[src/rtl/mux2_pkg.sv]
// mux2_pkg: shared definitions for the 2:1 round-robin arbiter slice.
//   - state_e   : arbitration FSM encoding (idle / locked to A / locked to B)
//   - SRC_A/B   : source identifiers, also the value driven on select
//   - WIDTH_DEF : default data width
//   - other_src : returns the opposite source (used for priority rotation)
package mux2_pkg;

  localparam int WIDTH_DEF = 8;

  localparam logic SRC_A = 1'b0;
  localparam logic SRC_B = 1'b1;

  typedef enum logic [1:0] {
    ST_IDLE   = 2'b00,
    ST_LOCK_A = 2'b01,
    ST_LOCK_B = 2'b10
  } state_e;

  function automatic logic other_src(input logic src);
    return ~src;
  endfunction

endpackage

[src/rtl/mux2_out_reg.sv]
// mux2_out_reg: one-entry output register (valid/data/last).
// Ports:
//   clk, rst_n  : clock, asynchronous active-low reset (clears all fields)
//   load_i      : capture data_i/last_i and set valid (wins over clear_i)
//   clear_i     : drop valid when nothing is loaded; data/last hold
//   data_i      : beat data to capture
//   last_i      : beat last flag to capture
//   valid_o     : register holds a beat
//   data_o      : held beat data
//   last_o      : held beat last flag
module mux2_out_reg #(
  parameter int WIDTH = 8
) (
  input  logic             clk,
  input  logic             rst_n,
  input  logic             load_i,
  input  logic             clear_i,
  input  logic [WIDTH-1:0] data_i,
  input  logic             last_i,
  output logic             valid_o,
  output logic [WIDTH-1:0] data_o,
  output logic             last_o
);

  logic             valid_q, valid_d;
  logic [WIDTH-1:0] data_q,  data_d;
  logic             last_q,  last_d;

  // Next-state selection: load, else clear valid, else hold.
  always_comb begin
    valid_d = valid_q;
    data_d  = data_q;
    last_d  = last_q;
    if (load_i) begin
      valid_d = 1'b1;
      data_d  = data_i;
      last_d  = last_i;
    end else if (clear_i) begin
      valid_d = 1'b0;
    end else begin
      valid_d = valid_q;
    end
  end

  // Register storage with asynchronous clear.
  always_ff @(posedge clk or negedge rst_n) begin
    if (!rst_n) begin
      valid_q <= 1'b0;
      data_q  <= '0;
      last_q  <= 1'b0;
    end else begin
      valid_q <= valid_d;
      data_q  <= data_d;
      last_q  <= last_d;
    end
  end

  assign valid_o = valid_q;
  assign data_o  = data_q;
  assign last_o  = last_q;

endmodule

[src/rtl/mux2_rr_arbiter.sv]
// mux2_rr_arbiter: round-robin arbiter between two valid/ready streams with
// packet locking, feeding a one-entry output register and producing the
// registered select for the downstream 2:1 mux.
// Ports:
//   clk, rst_n                     : clock, asynchronous active-low reset
//   a_valid/a_data/a_last/a_ready  : stream A (ready is combinational)
//   b_valid/b_data/b_last/b_ready  : stream B (ready is combinational)
//   select                         : source of most recently accepted beat
//   out_valid/out_data/out_last    : output register contents
//   out_ready                      : downstream accepts the output beat
module mux2_rr_arbiter
  import mux2_pkg::*;
#(
  parameter int WIDTH = WIDTH_DEF
) (
  input  logic             clk,
  input  logic             rst_n,
  input  logic             a_valid,
  input  logic [WIDTH-1:0] a_data,
  input  logic             a_last,
  output logic             a_ready,
  input  logic             b_valid,
  input  logic [WIDTH-1:0] b_data,
  input  logic             b_last,
  output logic             b_ready,
  output logic             select,
  output logic             out_valid,
  output logic [WIDTH-1:0] out_data,
  output logic             out_last,
  input  logic             out_ready
);

  state_e state_q, state_d;
  logic   prio_q,  prio_d;
  logic   select_q, select_d;

  logic             can_load_s;
  logic             a_grant_s, b_grant_s;
  logic             acc_a_s, acc_b_s;
  logic             load_s;
  logic [WIDTH-1:0] load_data_s;
  logic             load_last_s;
  logic             oreg_valid_s;

  // The output slot is free if empty or being drained this cycle; this is
  // the combinational out_ready -> x_ready path.
  assign can_load_s = !oreg_valid_s || out_ready;

  // Grant generation: IDLE arbitrates by priority, LOCK_x serves only x.
  always_comb begin
    a_grant_s = 1'b0;
    b_grant_s = 1'b0;
    case (state_q)
      ST_IDLE: begin
        if (!can_load_s) begin
          a_grant_s = 1'b0;
          b_grant_s = 1'b0;
        end else if (a_valid && (!b_valid || (prio_q == SRC_A))) begin
          a_grant_s = 1'b1;
        end else if (b_valid) begin
          b_grant_s = 1'b1;
        end else begin
          a_grant_s = 1'b0;
          b_grant_s = 1'b0;
        end
      end
      // Locked: ready follows can_load even when the owner is idle, so the
      // other source stays starved until the owner's last beat.
      ST_LOCK_A: a_grant_s = can_load_s;
      ST_LOCK_B: b_grant_s = can_load_s;
      default: begin
        a_grant_s = 1'b0;
        b_grant_s = 1'b0;
      end
    endcase
  end

  assign a_ready = a_grant_s && rst_n;
  assign b_ready = b_grant_s && rst_n;

  assign acc_a_s = a_valid && a_grant_s;
  assign acc_b_s = b_valid && b_grant_s;

  // FSM next state, priority rotation and select update on accept.
  always_comb begin
    state_d  = state_q;
    prio_d   = prio_q;
    select_d = select_q;
    if (acc_a_s) begin
      select_d = SRC_A;
      if (a_last) begin
        state_d = ST_IDLE;
        prio_d  = other_src(SRC_A);
      end else begin
        state_d = ST_LOCK_A;
      end
    end else if (acc_b_s) begin
      select_d = SRC_B;
      if (b_last) begin
        state_d = ST_IDLE;
        prio_d  = other_src(SRC_B);
      end else begin
        state_d = ST_LOCK_B;
      end
    end else begin
      case (state_q)
        ST_IDLE, ST_LOCK_A, ST_LOCK_B: state_d = state_q;
        default:                       state_d = ST_IDLE;
      endcase
    end
  end

  // Arbitration state registers.
  always_ff @(posedge clk or negedge rst_n) begin
    if (!rst_n) begin
      state_q  <= ST_IDLE;
      prio_q   <= SRC_A;
      select_q <= SRC_A;
    end else begin
      state_q  <= state_d;
      prio_q   <= prio_d;
      select_q <= select_d;
    end
  end

  assign load_s      = acc_a_s || acc_b_s;
  assign load_data_s = acc_b_s ? b_data : a_data;
  assign load_last_s = acc_b_s ? b_last : a_last;

  mux2_out_reg #(
    .WIDTH (WIDTH)
  ) u_out_reg (
    .clk     (clk),
    .rst_n   (rst_n),
    .load_i  (load_s),
    .clear_i (out_ready),
    .data_i  (load_data_s),
    .last_i  (load_last_s),
    .valid_o (oreg_valid_s),
    .data_o  (out_data),
    .last_o  (out_last)
  );

  assign out_valid = oreg_valid_s;
  assign select    = select_q;

endmodule

[config.mk]
export PLATFORM = sky130hd
export DESIGN_NAME = mux2_rr_arbiter
export DESIGN_NICKNAME = d
export VERILOG_FILES = /design/src/rtl/mux2_pkg.sv /design/src/rtl/mux2_out_reg.sv /design/src/rtl/mux2_rr_arbiter.sv
export SDC_FILE = /design/constraint.sdc
export NUM_CORES = 1
export LEC_CHECK = 0
export ABC_AREA = 0
export CAP_MARGIN = 20
export CORE_MARGIN = 5
export CORE_UTILIZATION = 39
export DETAILED_ROUTE_END_ITERATION = 16
export PLACE_DENSITY_LB_ADDON = 0.3
export SLEW_MARGIN = 20
export SYNTH_ARGS = -nofsm -noshare
export SYNTH_HDL_FRONTEND = slang
export SYNTH_SLANG_ARGS = --single-unit
[constraint.sdc]
create_clock -name clk -period 1.4 [get_ports clk]
set_clock_uncertainty 0.1 [all_clocks]
set_input_delay 0.14 -clock clk [delete_from_list [all_inputs] [get_ports clk]]
set_output_delay 0.14 -clock clk [all_outputs]
set_load 0.01 [all_outputs]
==> results.ini, run 1 <==
[status]
status=finished, violations left
violations=setup timing

[cts]
htreeDepth=1
cts.sinks=14
root_buffer=clkbuf_4
clk_pin_slew_worst_paths_ns=0.09
clk_latency_ns=0.29
cts_tree=yes
ctsHoldBuffers=0
clk_path_buf_depth=2
cts_buffers=3

[synth]
synth_top_area_share_pct=46.0
yosysMostFrequentCell=inv_1
ys.flop_type=dfrtp_1
yosysTopAreaCell=dfrtp_1
ys_ff_latch=14
synth.area.top_cells=dfrtp_1 46%, inv_1 9.9%, o221ai_1 9.2%
yosysWarningCount=0
synth_edf_count=0
async_reset_ff_share_pct=100
avgSynthCellArea_sq_um=9.29
ys_top_cells_by_count=20 x inv_1, 14 x dfrtp_1, 9 x nand4_1, 8 x o221ai_1, 4 x nand2b_1
syn_area_sq_um=762
synth_nets=105
synthDistinctLibCells=24
ys_seq_area_share_pct=46.0
netlist_instances=82

[route]
totalWireLength_mm=2.20
drc=0
ant_nets=0
post_drt_wl_per_cell_um=13.8
drtIter0Drc=16
firstDrtPassIters=4
via_per_inst=5.08
vias=813

[power_and_ir_drop]
ir_drop_mv=0.975
p_leak_uw=0.000638
p_per_area_mw_per_mm2=1640
p_total_uw=2150

[sta]
max_clock_freq_mhz=687
rsz0062_at_grt=true
setup_ws_ns=-0.0558
slew_headroom_pct=84.1
hold_ws_ns=0.150
hold_viol_final=0
worst_pin_slew_ns=0.237
min_period_ns=1.46
min_period_over_period_pct=104
setup-violations-final=10
maxSlewViolCount=0

[setup_path]
regToRegSetupSlack_ns=-0.06
path_delay_family=flip-flops
critPathMaxFanout=10
r2r_end=u_out_reg.data_o[3]$_DFFE_PN0P_
cp-start-kind=flop
reg2reg_depth=4
timing.rr.start=state_q[1]$_DFFE_PN0P_
worstPathArrival_ns=1.52
endpoint_kind=flop
path_cells=nand2b_4 > o211ai_1 > buf_4 > o221ai_1
required_ns=1.46
worst-path-buf-inv=1
worstSetupPathType=reg2reg
slowest_stage=dfrtp_2
max_stage_delay_ns=0.46
crit_cells=4

[floorplanning]
initial_core_util_pct=40.1
rows=16
die_h_um=54.2
fp.dieArea_sq_mm=0.00294
io_pins=36
die_x_um=54.2
core-area_sq_mm=0.00190

[min_path]
hold_path.class=in2async

[finish]
area_delta_synth_final_pct=72.1
antennaDiodeCount=0
post_route_cells_drive_above_1_share_pct=26.3
finalNetCount=157
postLayoutCellArea_sq_mm=0.00131

[global_routing]
gr-total-overflow=0
grt_max_degree=15
grt_pass1_wl_mm=3.56
grt_pass1_vias=820
grt_usage_pct=17.4
antenna_found_initial=0

[placed_design]
port_buffers=35
hpwl_mm=1.69
place_congestion=0.822
pre_cts_slack_ns=-0.404
place_area_sq_mm=0.00125

[job]
drv_cap=0

==> per-stage QoR <==
stage | cells | setup TNS [ns] | util, %
global placement | 156 | -3.23 | 65.7
floorplan | 82 | 0 | -
detailed placement | 156 | -3.85 | 65.7
CTS | 160 | -0.0349 | 66.6
finish | 160 | -0.382 | 68.9
global route | 160 | -1.23 | 68.9
==> final cells by class <==
type / instances / area (sq um)
clock buffer: 4 / 36.3
fill: 153 / 591
inverter: 20 / 75.1
multi-input combinational: 44 / 348
sequential: 14 / 353
tap: 27 / 33.8
timing repair buffer: 51 / 465
==> what timing repair did <==
action | 4_1_cts | 5_1_grt
pin swaps | 2 | 2
gates resized for setup | 20 | 11
buffers inserted | 0 | 0
endpoints found under the setup margin | 17 | 14
gates cloned | 0 | 0
==> worst reg2reg max path, cell delays in order (launching register included) <==
cell      delay (ns)
dfrtp_2         0.46
nand2b_4        0.18
o211ai_1        0.23
buf_4           0.23
o221ai_1        0.13
==> power by group <==
part	internal, uW	switching, uW
Sequential	595	126
Clock	159	146
Combinational	610	509
Total	1360	782
==> worst max-delay path by stage <==
stage | endpoint | from | slack [ns]
4_1_cts | b_ready | prio_q$_DFFE_PN0P_ | -0.02
5_1_grt | u_out_reg.data_o[5]$_DFFE_PN0P_ | state_q[1]$_DFFE_PN0P_ | -0.14
2_1_floorplan | b_ready | u_out_reg.valid_o$_DFFE_PN0P_ | 0.03
3_5_place_dp | b_ready | out_ready | -0.40
6_report | u_out_reg.data_o[3]$_DFFE_PN0P_ | state_q[1]$_DFFE_PN0P_ | -0.06
3_3_place_gp | b_ready | out_ready | -0.38
==> registers in the layout, indices dropped and copies added (netlist names) <==
| signal | cells |
|---|---|
| u_out_reg.valid_o | 1 |
| state_q | 2 |
| prio_q | 1 |
| select | 1 |
| u_out_reg.last_o | 1 |
| u_out_reg.data_o | 8 |
==> kinds of logic (layout without fill, tap and decap cells) <==
kind of cell           count (synthesis)  after routing  share of synthesized area (%)
multiplexers                           1              1                           1.31
flip-flops                            14             14                           46.0
AO/OA/AOI/OAI                         18             18                           18.9
buffers and inverters                 24             75                           13.6
AND/OR/NAND/NOR                       25             25                           20.2
==> placed cells by master (no fill, tap or decap), drive strengths merged, types with 4 or more instances in the layout <==
cell type / n
a21oi: 4
buf: 18
clkbuf: 4
clkdlybuf4s50: 21
dfrtp: 14
dlygate4sd2: 11
inv: 20
nand2b: 5
nand4: 9
o221ai: 8
==> routing by layer <==
layer | vias up | wire [um] | global-route usage (%) | part of all wire [%]
li1 | 391 | - | - | -
met1 | 384 | 812 | 19.5 | 37
met2 | 36 | 1180 | 30.5 | 54
met3 | 2 | 174 | 3.60 | 7.9
met4 | 0 | 33 | 9.13 | 1.5
met5 | - | 0 | 0 | 0
Power figures use the tool's default switching activity.
==> run 2, diff against run 1 <==
--- a/config.mk
+++ b/config.mk
@@ -8,10 +8,10 @@
 export ABC_AREA = 0
 export CAP_MARGIN = 20
 export CORE_MARGIN = 5
-export CORE_UTILIZATION = 39
+export CORE_UTILIZATION = 36
 export DETAILED_ROUTE_END_ITERATION = 16
 export PLACE_DENSITY_LB_ADDON = 0.3
-export SLEW_MARGIN = 20
+export SLEW_MARGIN = 30
 export SYNTH_ARGS = -nofsm -noshare
 export SYNTH_HDL_FRONTEND = slang
 export SYNTH_SLANG_ARGS = --single-unit
==> constraint.sdc (replaced) <==
create_clock -name clk -period 1.2 [get_ports clk]
set_clock_uncertainty 0.1 [all_clocks]
set_input_delay 0.12 -clock clk [delete_from_list [all_inputs] [get_ports clk]]
set_output_delay 0.12 -clock clk [all_outputs]
set_load 0.01 [all_outputs]
==> run 2 against run 1 <==
  * The flow still finishes with violations (setup timing)
  * Global-route usage decreased by 2.1 points
  * Hold slack improved by 0.017 ns
  * Critical path depth unchanged
  * Combinational power increased by 39%
  * Via count decreased by 2.1%
  * Design area increased by 7.0%
  * Core utilization increased by 1.8 points
  * Routed wire length increased by 5.5%
  * Sequential power increased by 16%
  * Total power increased by 27%
  * Critical endpoint unchanged
==> results.ini, run 2 (synthesis gave the netlist of run 1 again) <==
[setup_path]
regToRegSetupSlack_ns=-0.19  ; -0.13 ns
r2r_end=u_out_reg.data_o[3]$_DFFE_PN0P_
required_ns=1.27  ; -0.19 ns
critPathLaunch=state_q[1]$_DFFE_PN0P_
endpoint_kind=flop
critPathMaxFanout=5  ; -5
worstSetupPathType=reg2reg
crit_end=u_out_reg.data_o[3]$_DFFE_PN0P_
worstPathArrival_ns=1.46  ; -0.06 ns
cp-start-kind=flop
reg2reg_depth=4  ; unchanged
timing.rr.start=state_q[1]$_DFFE_PN0P_

[sta]
setup_ws_ns=-0.188  ; -0.132 ns
hold_viol_final=0  ; unchanged
maxSlewViolCount=0  ; unchanged
setup_tns_ns=-2.37  ; -1.98 ns
min_period_over_period_pct=116  ; +12 points
worst_pin_slew_ns=0.310  ; +0.0731 ns
min_period_ns=1.39  ; -0.0675 ns
setup-violations-final=15  ; +5
slew_headroom_pct=79.2  ; -4.9 points
max_clock_freq_mhz=720  ; +4.9%
rsz0062_at_grt=true

[floorplanning]
fp.dieArea_sq_mm=0.00314  ; +6.8%
die_h_um=56.0  ; +3.3%
io_pins=36  ; unchanged
core-area_sq_mm=0.00198  ; +4.2%
rows=16  ; unchanged
initial_core_util_pct=38.4  ; -1.6 points
die_x_um=56.0  ; +3.3%

[power_and_ir_drop]
p_per_area_mw_per_mm2=1950  ; +19%
p_leak_uw=0.000658  ; +3.2%
seq_power_share_pct=30.6  ; -3.0 points
p_switching_uw=994  ; +27%
p_comb_share_pct=57.0  ; +4.9 points
ir_drop_mv=1.25  ; +28%
p_total_uw=2730  ; +27%
p_clk_share_pct=12.4  ; -1.8 points
p_sw_share_pct=36.4  ; about the same
p_int_uw=1740  ; +27%

[cts]
cts.sinks=14  ; unchanged
clk_path_buf_depth=2  ; unchanged
htreeDepth=1  ; unchanged
cts_buffers=3  ; unchanged
clk_latency_ns=0.28  ; about the same
clk_pin_slew_worst_paths_ns=0.08  ; about the same
cts_tree=yes
root_buffer=clkbuf_4

[route]
ant_nets=0  ; unchanged
totalWireLength_mm=2.32  ; +5.5%
via_per_inst=4.80  ; -5.6%
vias=796  ; -2.1%
firstDrtPassIters=4  ; unchanged
drc=0  ; unchanged
drtIter0Drc=9  ; -7
post_drt_wl_per_cell_um=14.0  ; +1.6%

[finish]
post_route_cells_drive_above_1_share_pct=36.7  ; +10 points
antennaDiodeCount=0  ; unchanged
final_cell_mix=21 x clkdlybuf4s50_1, 20 x inv_1, 19 x buf_4
largest_reg_flops=8  ; unchanged
post-route-util_pct=70.8  ; +1.8 points
layout_commonest_cell=clkdlybuf4s50_1
fin_cells=166  ; +3.8%
finalNetCount=163  ; +3.8%
area_delta_synth_final_pct=84.1
postLayoutCellArea_sq_mm=0.00140  ; +7.0%

[placed_design]
place_congestion=0.812  ; -1.3%
port_buffers=35  ; unchanged
placed_cells=154  ; -1.3%
place_area_sq_mm=0.00123  ; -1.4%
hpwl_mm=1.68  ; -0.97%

[global_routing]
gr-total-overflow=0  ; unchanged
grt_pass1_wl_mm=3.82  ; +7.2%
grt.busiest_layer=met2
grtUsageMet1_pct=16.3  ; -3.2 points
grt_use_met3_pct=6.50  ; +2.9 points
met2_usage_pct=27.2  ; -3.3 points
grt_pass1_vias=864  ; +5.4%
grt_usage_pct=15.3  ; -2.1 points
antenna_found_initial=0  ; unchanged
grt_max_degree=15  ; unchanged

[job]
drv_cap=0  ; unchanged

[status]
violations=setup timing
status=finished, violations left

[min_path]
hold_path.class=in2async

run 2: cell type report:
type / count / area (sq um)
multi-input cells: 44 / 402
clock buffers: 4 / 36.3
flip-flops and latches: 14 / 353
inverters: 20 / 75.1
well taps: 27 / 33.8
repair buffers: 57 / 503
fillers: 138 / 579
run 2: layer usage:
metal / share of wire [%] / wire length [um]
met5: 0 / 0
met4: 0.52 / 12
met2: 52 / 1200
met1: 41 / 956
met3: 6.7 / 156
run 2: worst min-delay path by stage:
stage | startpoint | to | slack (ns) | depth (start not counted)
after global routing | rst_n | u_out_reg.data_o[7]$_DFFE_PN0P_ | 0.19 | 2
after floorplan | rst_n | prio_q$_DFFE_PN0P_ | -0.28 | 0
final | rst_n | u_out_reg.data_o[7]$_DFFE_PN0P_ | 0.17 | 2
after CTS | rst_n | select$_DFFE_PN0P_ | 0.15 | 2
after detailed placement | select$_DFFE_PN0P_ | select$_DFFE_PN0P_ | 0.41 | 2
after global placement | select$_DFFE_PN0P_ | select$_DFFE_PN0P_ | 0.40 | 2
run 2: timing repair:
action	CTS	global route
pin swaps	2	9
setup endpoints to repair	26	20
buffers inserted	4	4
gates resized for setup	37	11
hold buffers	0	0
run 2: critical path, stage by stage, from the launching register on:
cell and delay (ns):
dfrtp_2 0.42, nand2b_4 0.14, o211ai_1 0.28, buf_4 0.23, o221ai_2 0.10
run 2: stage by stage:
stage / setup slack, ns / hold slack, ns
global route: -0.282 / 0.185
floorplan: -0.0767 / -0.276
detailed placement: -0.559 / 0.408
finish: -0.188 / 0.167
CTS: -0.183 / 0.146
global placement: -0.529 / 0.403
run 2: power groups by stage:
stage               registers, uW  logic, uW  clock network [uW]
CTS                           823       1420                 346
global placement              836       1310                   0
detailed placement            849       1320                   0
floorplan                     925        546                   0
finish                        836       1560                 339
global route                  860       1710                 373
==> run 3, diff against run 2 <==
--- a/config.mk
+++ b/config.mk
@@ -8,7 +8,7 @@
 export ABC_AREA = 0
 export CAP_MARGIN = 20
 export CORE_MARGIN = 5
-export CORE_UTILIZATION = 36
+export CORE_UTILIZATION = 35
 export DETAILED_ROUTE_END_ITERATION = 16
 export PLACE_DENSITY_LB_ADDON = 0.3
 export SLEW_MARGIN = 30
==> run 3 against run 2 <==
  * The run still ends with setup timing left
  * Hold slack improved by 0.0084 ns
  * First-iteration DRC count increased by 22%
  * Fmax increased by 1.0%
  * Count of clock-buffer cells in the layout decreased by 1
  * Clock power decreased by 25%
  * Core utilization increased by 1.1 points
  * Setup slack improved by 0.014 ns
  * Via count increased by 5.4%
  * Sequential cell count unchanged
  * Largest power group unchanged
  * Non-clock buffer count increased by 4
  * Total power decreased by 0.18%
==> results.ini, run 3 (synthesis gave the netlist of run 1 again) <==
[route]
vias=839  ; +5.4%
firstDrtPassIters=4  ; unchanged
ant_nets=0  ; unchanged
via_per_inst=4.96  ; +3.5%
drc=0  ; unchanged
drtIter0Drc=11  ; +2
post_drt_wl_per_cell_um=14.2  ; +1.5%
totalWireLength_mm=2.40  ; +3.3%

[placed_design]
place_congestion=0.808  ; -0.47%
hpwl_mm=1.63  ; -2.9%
placed_cells=159  ; +3.2%
pre_cts_slack_ns=-0.552  ; +0.00701 ns
port_buffers=35  ; unchanged

[finish]
finalNetCount=167  ; +2.5%
post-route-util_pct=71.9  ; +1.1 points
largest_reg_flops=8  ; unchanged
antennaDiodeCount=0  ; unchanged
layout_commonest_cell=buf_4
fillers=155  ; +12%
area_delta_synth_final_pct=90.8
fin_cells=169  ; +1.8%
post_route_cells_drive_above_1_share_pct=40.1  ; +3.5 points
final_cell_mix=22 x buf_4, 21 x clkdlybuf4s50_1, 20 x inv_1

[status]
status=finished, violations left
violations=setup timing

[global_routing]
grt_pass1_wl_mm=4.00  ; +4.9%
grt_pass1_vias=884  ; +2.3%
antenna_found_initial=0  ; unchanged
gr-total-overflow=0  ; unchanged
grt_usage_pct=15.4  ; +0.081 points
grt_max_degree=15  ; unchanged

[cts]
cts_tree=yes
cts_buffers=3  ; unchanged
clk_latency_ns=0.27  ; about the same
cts.sinks=14  ; unchanged
clk_pin_slew_worst_paths_ns=0.08  ; about the same
clk_path_buf_depth=2  ; unchanged
root_buffer=clkbuf_4
htreeDepth=1  ; unchanged

[power_and_ir_drop]
ir_drop_mv=1.23  ; -1.9%
p_per_area_mw_per_mm2=1880  ; -3.7%
p_leak_uw=0.000695  ; +5.6%

[setup_path]
path_cells=nand2b_1 > a21oi_2 > nor3_2 > buf_2
worstSetupPathType=reg2out
timing.rr.start=state_q[1]$_DFFE_PN0P_
reg2reg_depth=4  ; unchanged
regToRegSetupSlack_ns=-0.17  ; about the same
worstPathArrival_ns=1.15  ; -0.31 ns
endpoint_kind=output port
worst-path-buf-inv=1  ; unchanged
required_ns=0.98  ; -0.29 ns
path_delay_family=flip-flops
max_stage_delay_ns=0.41  ; about the same
slowest_stage=dfrtp_1
critPathMaxFanout=3  ; -2
cp-start-kind=flop
r2r_end=u_out_reg.data_o[0]$_DFFE_PN0P_

[job]
drv_cap=0  ; unchanged

[floorplanning]
fp.dieArea_sq_mm=0.00321  ; +2.4%
rows=16  ; unchanged
core-area_sq_mm=0.00202  ; +2.0%
initial_core_util_pct=37.7  ; -0.76 points
die_x_um=56.7  ; +1.2%
die_h_um=56.7  ; +1.2%
io_pins=36  ; unchanged

[min_path]
hold_path.class=in2async

[sta]
setup-violations-final=14  ; -1
min_period_ns=1.37  ; -0.0143 ns
maxSlewViolCount=0  ; unchanged
hold_viol_final=0  ; unchanged
worst_pin_slew_ns=0.278  ; -0.0322 ns
max_clock_freq_mhz=728  ; +1.0%
min_period_over_period_pct=115  ; -1.2 points
slew_headroom_pct=81.4  ; +2.2 points
rsz0062_at_grt=true
setup_ws_ns=-0.174  ; +0.0143 ns

## run 3: cell count changes in the layout (fill, tap and decap cells not counted), sizes merged
cell	before	now
dlygate4sd2	7	11
buf	25	29
clkbuf	4	3
clkdlybuf4s15	4	0
## run 3: routing by layer
layer | part of all wire [%] | global-route usage [%] | vias up
met5 | 0 | 0 | -
met1 | 43 | 19.4 | 403
li1 | - | - | 410
met4 | 0.42 | 3.73 | 0
met2 | 49 | 25.9 | 24
met3 | 6.8 | 4.13 | 2
## run 3: how the worst max path moves through the flow
stage / start / to / slack (ns) / cells past startpoint
after floorplan: state_q[1]$_DFFE_PN0P_ / u_out_reg.data_o[0]$_DFFE_PN0P_ / -0.08 / 4
after global placement: out_ready / b_ready / -0.53 / 5
after detailed placement: out_ready / b_ready / -0.55 / 5
after CTS: state_q[1]$_DFFE_PN0P_ / u_out_reg.data_o[4]$_DFFE_PN0P_ / -0.19 / 4
after global routing: state_q[1]$_DFFE_PN0P_ / u_out_reg.data_o[0]$_DFFE_PN0P_ / -0.27 / 4
final: prio_q$_DFFE_PN0P_ / b_ready / -0.17 / 4
## run 3: power by group
group | leakage [uW] | total, uW | switching [uW] | internal, uW
Combinational | 0.000514 | 1630 | 728 | 904
Sequential | 0.000167 | 839 | 144 | 695
Clock | 0.0000138 | 255 | 139 | 116
Total | 0.000695 | 2730 | 1010 | 1710
## run 3: area by class of cell
type / count / area, sq um / share of cell area (%)
Timing Repair Buffer: 61 / 532 / 36.6
Sequential cell: 14 / 353 / 24.3
Inverter: 20 / 75.1 / 5.16
Multi-Input combinational cell: 44 / 438 / 30.1
Clock buffer: 3 / 22.5 / 1.55
Tap cell: 27 / 33.8 / 2.32
## run 3: repair_timing
action | 4_1_cts | 5_1_grt
gates resized for setup | 42 | 9
buffers inserted | 6 | 1
endpoints found under the setup margin | 26 | 16
cloned | 0 | 0
hold buffers | 0 | 0
pin swaps | 5 | 5
## run 3: per-stage QoR
step / instance area, sq um / hold slack [ns] / total power, uW / setup TNS (ns)
final: 1450 / 0.175 / 2730 / -2.07
after global placement: 1270 / 0.404 / 2200 / -6.15
after floorplan: 777 / -0.276 / 1470 / -0.775
after CTS: 1400 / 0.151 / 2590 / -2.28
after detailed placement: 1270 / 0.407 / 2220 / -6.49
after global routing: 1450 / 0.191 / 2910 / -3.33
